--- config.mk ---
export PLATFORM = sky130hd
export DESIGN_NAME = alu_register_file
export DESIGN_NICKNAME = d
export VERILOG_FILES = /design/src/rtl/rf_pkg.sv /design/src/rtl/alu_status_flags.sv /design/src/rtl/alu_register_file.sv
export SDC_FILE = /design/constraint.sdc
export NUM_CORES = 2
export LEC_CHECK = 0
export BUFFER_PORTS_ARGS = -buffer_cell sky130_fd_sc_hd__buf_4
export CORE_UTILIZATION = 40
export CTS_CLUSTER_DIAMETER = 100
export CTS_CLUSTER_SIZE = 20
export DETAILED_ROUTE_END_ITERATION = 8
export PLACE_DENSITY = 0.51
export SLEW_MARGIN = 25
export SYNTH_ARGS = -nofsm -noshare
export SYNTH_HDL_FRONTEND = slang
export SYNTH_SLANG_ARGS = --single-unit
--- constraint.sdc ---
create_clock -name clk -period 2.82 [get_ports clk]
set_clock_uncertainty 0.15 [all_clocks]
set_input_delay 0.141 -clock clk [delete_from_list [all_inputs] [get_ports clk]]
set_output_delay 0.141 -clock clk [all_outputs]
set_load 0.05 [all_outputs]
--- src/rtl/rf_pkg.sv ---
// Shared widths, flag bit positions and limits for the ALU register file.
// Pure declarations: no logic, no latency, no flow control.
package rf_pkg;

    localparam int DEFAULT_DATA_WIDTH = 32;
    localparam int DEFAULT_ADDR_WIDTH = 5;

    localparam logic [4:0] REG_ZERO = 5'd0;

    localparam int FLAG_COUNT = 4;
    localparam int FLAG_C     = 0;
    localparam int FLAG_N     = 1;
    localparam int FLAG_V     = 2;
    localparam int FLAG_Z     = 3;

    localparam int WRITE_COUNT_MAX = 255;

endpackage

--- src/rtl/alu_status_flags.sv ---
// Four-bit ALU condition-flag register with load enable and synchronous reset.
// Latency: one cycle from load to output; always accepts, no backpressure.
module alu_status_flags
    import rf_pkg::*;
(
    input  logic                  clk,
    input  logic                  reset,
    input  logic                  load_i,
    input  logic [FLAG_COUNT-1:0] flags_i,
    output logic [FLAG_COUNT-1:0] flags_o
);

    logic [FLAG_COUNT-1:0] flags_q;
    logic [FLAG_COUNT-1:0] flags_d;

    always_comb begin
        flags_d = flags_q;
        if (load_i) begin
            flags_d = flags_i;
        end
    end

    always_ff @(posedge clk) begin
        if (reset) begin
            flags_q <= '0;
        end else begin
            flags_q <= flags_d;
        end
    end

    assign flags_o = flags_q;

endmodule

--- src/rtl/alu_register_file.sv ---
// ALU operand register file (r0 reads zero) with write bypass, flag register and write counter.
// Latency: reads combinational, writes/flags one cycle; always accepts, no backpressure.
module alu_register_file
    import rf_pkg::*;
#(
    parameter int DATA_WIDTH = DEFAULT_DATA_WIDTH,
    parameter int ADDR_WIDTH = DEFAULT_ADDR_WIDTH,
    parameter bit BYPASS_EN  = 1'b1
) (
    input  logic                  clk,
    input  logic                  reset,
    input  logic [ADDR_WIDTH-1:0] readAddrA,
    input  logic [ADDR_WIDTH-1:0] readAddrB,
    output logic [DATA_WIDTH-1:0] readDataA,
    output logic [DATA_WIDTH-1:0] readDataB,
    input  logic                  writeEnable,
    input  logic [ADDR_WIDTH-1:0] writeAddr,
    input  logic [DATA_WIDTH-1:0] writeData,
    input  logic                  flagWriteEnable,
    input  logic                  carryIn,
    input  logic                  negativeIn,
    input  logic                  overFlowIn,
    input  logic                  zeroIn,
    output logic                  carryFlag,
    output logic                  negativeFlag,
    output logic                  overFlowFlag,
    output logic                  zeroFlag,
    output logic [7:0]            writeCount
);

    localparam int NUM_REGS = 2 ** ADDR_WIDTH;
    localparam logic [ADDR_WIDTH-1:0] ZERO_ADDR = ADDR_WIDTH'(REG_ZERO);
    localparam logic [7:0] COUNT_MAX = 8'(WRITE_COUNT_MAX);

    logic [DATA_WIDTH-1:0] regs_q [NUM_REGS];
    logic [7:0]            count_q;
    logic [7:0]            count_d;
    logic                  write_hit;
    logic [FLAG_COUNT-1:0] flags_in;
    logic [FLAG_COUNT-1:0] flags_out;

    // A write to r0 is treated as if it never happened: no storage, no bypass, no count.
    assign write_hit = writeEnable && (writeAddr != ZERO_ADDR);

    always_comb begin
        count_d = count_q;
        if (write_hit && (count_q != COUNT_MAX)) begin
            count_d = count_q + 8'd1;
        end
    end

    always_ff @(posedge clk) begin
        if (reset) begin
            for (int i = 0; i < NUM_REGS; i++) begin
                regs_q[i] <= '0;
            end
            count_q <= '0;
        end else begin
            if (write_hit) begin
                regs_q[writeAddr] <= writeData;
            end
            count_q <= count_d;
        end
    end

    always_comb begin
        readDataA = regs_q[readAddrA];
        if (readAddrA == ZERO_ADDR) begin
            readDataA = '0;
        end else if (BYPASS_EN && write_hit && (writeAddr == readAddrA)) begin
            readDataA = writeData;
        end
    end

    always_comb begin
        readDataB = regs_q[readAddrB];
        if (readAddrB == ZERO_ADDR) begin
            readDataB = '0;
        end else if (BYPASS_EN && write_hit && (writeAddr == readAddrB)) begin
            readDataB = writeData;
        end
    end

    always_comb begin
        flags_in         = '0;
        flags_in[FLAG_C] = carryIn;
        flags_in[FLAG_N] = negativeIn;
        flags_in[FLAG_V] = overFlowIn;
        flags_in[FLAG_Z] = zeroIn;
    end

    alu_status_flags u_flags (
        .clk     (clk),
        .reset   (reset),
        .load_i  (flagWriteEnable),
        .flags_i (flags_in),
        .flags_o (flags_out)
    );

    assign carryFlag    = flags_out[FLAG_C];
    assign negativeFlag = flags_out[FLAG_N];
    assign overFlowFlag = flags_out[FLAG_V];
    assign zeroFlag     = flags_out[FLAG_Z];
    assign writeCount   = count_q;

endmodule

Yosys cells after proc, flatten, opt, wreduce, memory -nomap -nowiden
Memories as Yosys holds them, arrays and structs flattened.
Cells that the tools add are included.
W data, S select, Z words.
- add/sub/neg operators: 1
- equality and inequality tests: 3
- multiplexer cells: 12
- reduce and logical (&&, ||, !) cells: 8
- operators with widths (kind ; number):
    $mux W32 ; 5
    $reduce_or A32 Y1 ; 1
    $eq A5 B5 Y1 ; 2
    $logic_not A5 Y1 ; 2
    $add A8 B1 Y8 const B ; 1
    $ne A8 B8 Y1 const B ; 1
    $mux W1 ; 6
    $mux W5 ; 1
    $reduce_bool A5 Y1 ; 1
    $logic_and A1 B1 Y1 ; 4
- register bits after elaboration: 12
- memory bits (writable): 1024
- input bits: 55
- output and inout port bits: 76
- word-level logic and storage cells: 27
- memories kept: 1
- memory list (memory ; depth ; bits a word ; read ports ; clocked after memory_dff ; wr ports ; RTL line ; text):
    regs_q ; 32 ; 32 ; 2 ; 0 ; 32 ; alu_register_file.sv:35 ; logic [DATA_WIDTH-1:0] regs_q [NUM_REGS];

Depth between registers and ports, before layout
- depth in word-level cells: 7
- mapped depth: 10
- depth with buffers taken out: 6

By module
Synthesis repeated with hierarchy kept, for this count alone.
- cell total of the unflattened synthesis: 3985
- area total of the unflattened synthesis: 56187.6 µm²
- modules (own cells, without submodules) (module ; instances ; cells an instance ; area each (µm²) ; sequential area each (µm²)):
    alu_register_file ; 1 ; 3972 ; 56047.5 ; 30909.6
    alu_status_flags ; 1 ; 13 ; 140.1 ; 80.1

Worst setup path before layout
Ideal clock, no wire load.
- kind: input-to-output
- start: input readAddrB[0]
- end: output readDataB[27]
- arrival: 2.269 ns
- data required time: 2.529 ns
- slack: 0.260 ns
- cell stages on the path: 9
- path buffers: 4
- path through: buf_4 buf_8 buf_8 buf_6 mux2i_1 a221oi_1 a22oi_1 a21o_1 a22oi_1
- cells in the longest elaborated chain, start to end: 4
- elaborated cells between the ends (all ways): 6
- those cells by class: 1 x eq/ne; 2 x mux; 2 x reduce/logical; 1 x memory
- RTL lines (what ; RTL line ; text):
    start, declared ; alu_register_file.sv:13 ; input logic [ADDR_WIDTH-1:0] readAddrB,
    branches (longest 3 deep; another with $mem_v2 Z32 W32) ; n/a ;
    $mux W32 (*) ; alu_register_file.sv:77 ; if (readAddrB == ZERO_ADDR) begin
    end, declared ; alu_register_file.sv:15 ; output logic [DATA_WIDTH-1:0] readDataB,
Every way passes the cells marked *.

==> flow_summary.json <==
{
  "gp_congestion": 0.927,
  "number_of_top_level_pins": 131,
  "route.detailed.wl_per_inst_um": 35.4,
  "clkTransAtPathRegs_ns": 0.08,
  "hold_path_origin": "writeAddr[1]",
  "synthesis.area_per_instance_um2": 14.1,
  "ff2ff_setup_slack_ns": 1.12,
  "register_bit_total_from_synthesis": 1036,
  "max-clock-path-buffers": 3,
  "fp.dieW_um": 377,
  "post_synth_most_frequent_cells": "sky130_fd_sc_hd__edfxtp_1, sky130_fd_sc_hd__and2_1, sky130_fd_sc_hd__mux4_2",
  "finalNonFillerCells": 6111,
  "fillCellCount": 12200,
  "clock-sinks": 1036,
  "tritoncts_clock_tree": "yes",
  "async_flop_share": 0,
  "grt_overflow_total": 0,
  "wirelength_um": 216000,
  "slew-limit-headroom": 0.458,
  "die_area_um2": 142000,
  "clock_latency_ns": 0.72,
  "static-leakage-power_nw": 23.3,
  "synth.most_common_cell": "sky130_fd_sc_hd__edfxtp_1",
  "report.final.setup_viol": 28,
  "crit_family": "multiplexers",
  "ff2ff_path_depth": 6,
  "number_of_instances_in_the_synthesized_netlist": 3987,
  "power.ir.vdd_worst_mv": 0.507,
  "startpoint_of_the_most_critical_register_to_register_path": "writeCount[0]$_SDFFE_PP0P_",
  "cts_root_buffer": "sky130_fd_sc_hd__clkbuf_16",
  "synth_enable_flop_cells": 1024,
  "hp-class": "in2reg",
  "layout_min_cycle_time_ns": 3.11,
  "failing_checks": "negative setup slack",
  "route.detailed.vias_per_inst": 6.14,
  "cts_inserted_buffers": 58,
  "post-route-drc-count": 0,
  "drt-pass1-iter-count": 6,
  "htree_levels": 2,
  "placement_rows": 137,
  "power_density_relative_to_cell_area_nw_per_um2": 517,
  "finalCritPeriodShare": 1.10,
  "drive_above_1_share": 0.309,
  "worst_path_max_delay_cell": "sky130_fd_sc_hd__mux4_2",
  "fin_hold_ws_ns": 0.0625,
  "ff_latch_area_um2": 31000,
  "synth.largest_area_cell": "sky130_fd_sc_hd__edfxtp_1",
  "crit_fanout": 2,
  "antenna_violating_nets_post_route": 0,
  "hpwlAfterDp_um": 141000,
  "slowest_delay_ns": 0.48,
  "number_of_global_route_vias_before_repair": 37100,
  "worstSetupStartpointType": "flip-flop",
  "synth.top_cells.by_area": "sky130_fd_sc_hd__edfxtp_1, sky130_fd_sc_hd__mux4_2, sky130_fd_sc_hd__and2_1, sky130_fd_sc_hd__mux2i_1, sky130_fd_sc_hd__clkbuf_1",
  "placed_cell_count": 6014,
  "floorplan.core_area_um2": 139000,
  "worstSetupPathType": "reg2out",
  "maxSlewViolCount": 0,
  "route.vias.total": 37500,
  "initial_antenna_violation_count": 9,
  "yosys_warnings": 0,
  "critPathArrivalTime_ns": 2.82,
  "grt_first_pass_wirelength_um": 299000,
  "synth_largest_type_area_fraction": 0.548,
  "synthesized_cell_area_um2": 56100,
  "timing.critical_path.required_ns": 2.53,
  "port_buffers": 130,
  "grt_util_all_layers": 0.303,
  "tightest_slew_ns": 0.806,
  "final_hold_viol_count": 0,
  "multi_input_area_um2": 24900,
  "whs_path_depth": 5,
  "grt_start_max_net_pins": 44,
  "drt_iter0_drc": 4415,
  "critPathBufInv": 1,
  "synth.distinct_cells": 66,
  "cap_viol_max_count": 0,
  "seq_area_frac_synth": 0.552,
  "num-nets-final": 4268,
  "setup_repair_after_global_routing_missed_its_margin": "true",
  "ys_dominant_reg_cell": "sky130_fd_sc_hd__edfxtp_1",
  "area_added_between_synthesis_and_finish_pct": 17.1,
  "worst_case_setup_margin_in_the_final_layout_ns": -0.290,
  "max_freq_mhz": 322,
  "finish.utilization": 0.471,
  "crit_path_cell_trace": "mux4_2 -> mux2_4 -> a221o_1 -> a32o_2 -> buf_6",
  "run_status": "finished with violations",
  "crit-reg2reg-capture": "writeCount[4]$_SDFFE_PP0P_",
  "critical_path.endpoint_type": "output pin",
  "timing.hold.worst_endpoint": "writeCount[1]$_SDFFE_PP0P_",
  "floorplan.initialDensity": 0.403,
  "floorplan.die.height_um": 377
}
[worst max path at each step]
stage | start | endpoint | slack (ns) | depth (start not counted)
after floorplan | readAddrB[0] | readDataB[27] | 0.26 | 9
after global placement | readAddrB[0] | readDataB[23] | -0.45 | 11
after detailed placement | readAddrB[0] | readDataB[23] | -0.44 | 11
after CTS | regs_q[24][5]$_SDFFCE_PN0P_ | readDataA[5] | -0.36 | 5
after global routing | regs_q[29][12]$_SDFFCE_PN0P_ | readDataA[12] | -0.37 | 5
final | regs_q[24][5]$_SDFFCE_PN0P_ | readDataA[5] | -0.29 | 5
[power by group]
part | internal, mW | leakage (nW) | switching, mW
sequential | 17.7 | 9.85 | 0.448
clock | 3.80 | 0.766 | 5.36
combinational | 2.70 | 12.7 | 3.94
[cells in the final DEF (no fill, tap or decap), drive strengths merged, types with 6 or more instances in the layout]
cell / count
nor4: 21
nor2: 93
a211oi: 36
a22oi: 55
dfxtp: 12
edfxtp: 1024
and2: 995
nand2: 107
mux2i: 310
a311oi: 6
a31oi: 7
o221ai: 31
clkbuf: 73
a32oi: 6
o21ai: 52
a32o: 32
xnor2: 14
a221o: 11
a2111oi: 11
nor3: 13
conb: 32
dlygate4sd3: 42
o22a: 7
nand3b: 10
nand2b: 6
o22ai: 71
or3b: 7
a221oi: 36
a21oi: 52
mux4: 356
buf: 516
nor2b: 13
mux2: 64
or2: 35
nand3: 14
[layout make-up]
type,instances,area share
inverters,3,0.000171
well taps,1876,0.0357
clock inverters,7,0.000609
clock buffers,72,0.0232
flip-flops and latches,1036,0.472
diodes,4,0.000152
multi-input cells,2554,0.380
repair buffers,559,0.0889
[state kept, by name, summed over array words and instances (netlist names)]
signal and flops:
regs_q 1024, u_flags.flags_o 4, writeCount 8
[tightest hold or removal path, delay by kind of cell]
kind / cells / cell delay (ns)
AO/OA/AOI/OAI: 3 / 0.38
buffers and inverters: 2 / 0.36
[timing repair]
| action | 4_1_cts | 5_1_grt |
|---|---|---|
| pin swaps | 122 | 60 |
| setup buffers | 2 | 2 |
| setup endpoints to repair | 62 | 61 |
| hold endpoints to repair | 1025 | 0 |
| hold buffers | 42 | 0 |
| gates resized for setup | 321 | 85 |
[logic make-up after synthesis]
| group | share of synthesized area |
|---|---|
| other | 0.0000668 |
| multiplexers | 0.211 |
| adder cells (fa/ha/maj) | 0.000223 |
| XOR/XNOR | 0.00265 |
| AO/OA/AOI/OAI | 0.0569 |
| buffers and inverters | 0.0359 |
| flip-flops | 0.552 |
| AND/OR/NAND/NOR | 0.141 |
[routing by layer]
metal | GRT usage | wire (um)
met1 | 0.419 | 89800
met2 | 0.482 | 100000
met3 | 0.0433 | 16400
met4 | 0.122 | 9930
met5 | 0 | 0
[through the flow]
stage                     setup WS [ns]  area [um2]  total power, mW  setup TNS [ns]
after floorplan                   0.260       56200             21.7               0
after global placement           -0.454       62200             24.5           -2.02
after detailed placement         -0.442       62200             24.6           -1.35
after CTS                        -0.364       65300             34.0           -5.22
after global routing             -0.367       65700             34.8           -5.50
final                            -0.290       65700             34.0           -3.05
No activity file was read; power rests on OpenSTA's default activity.
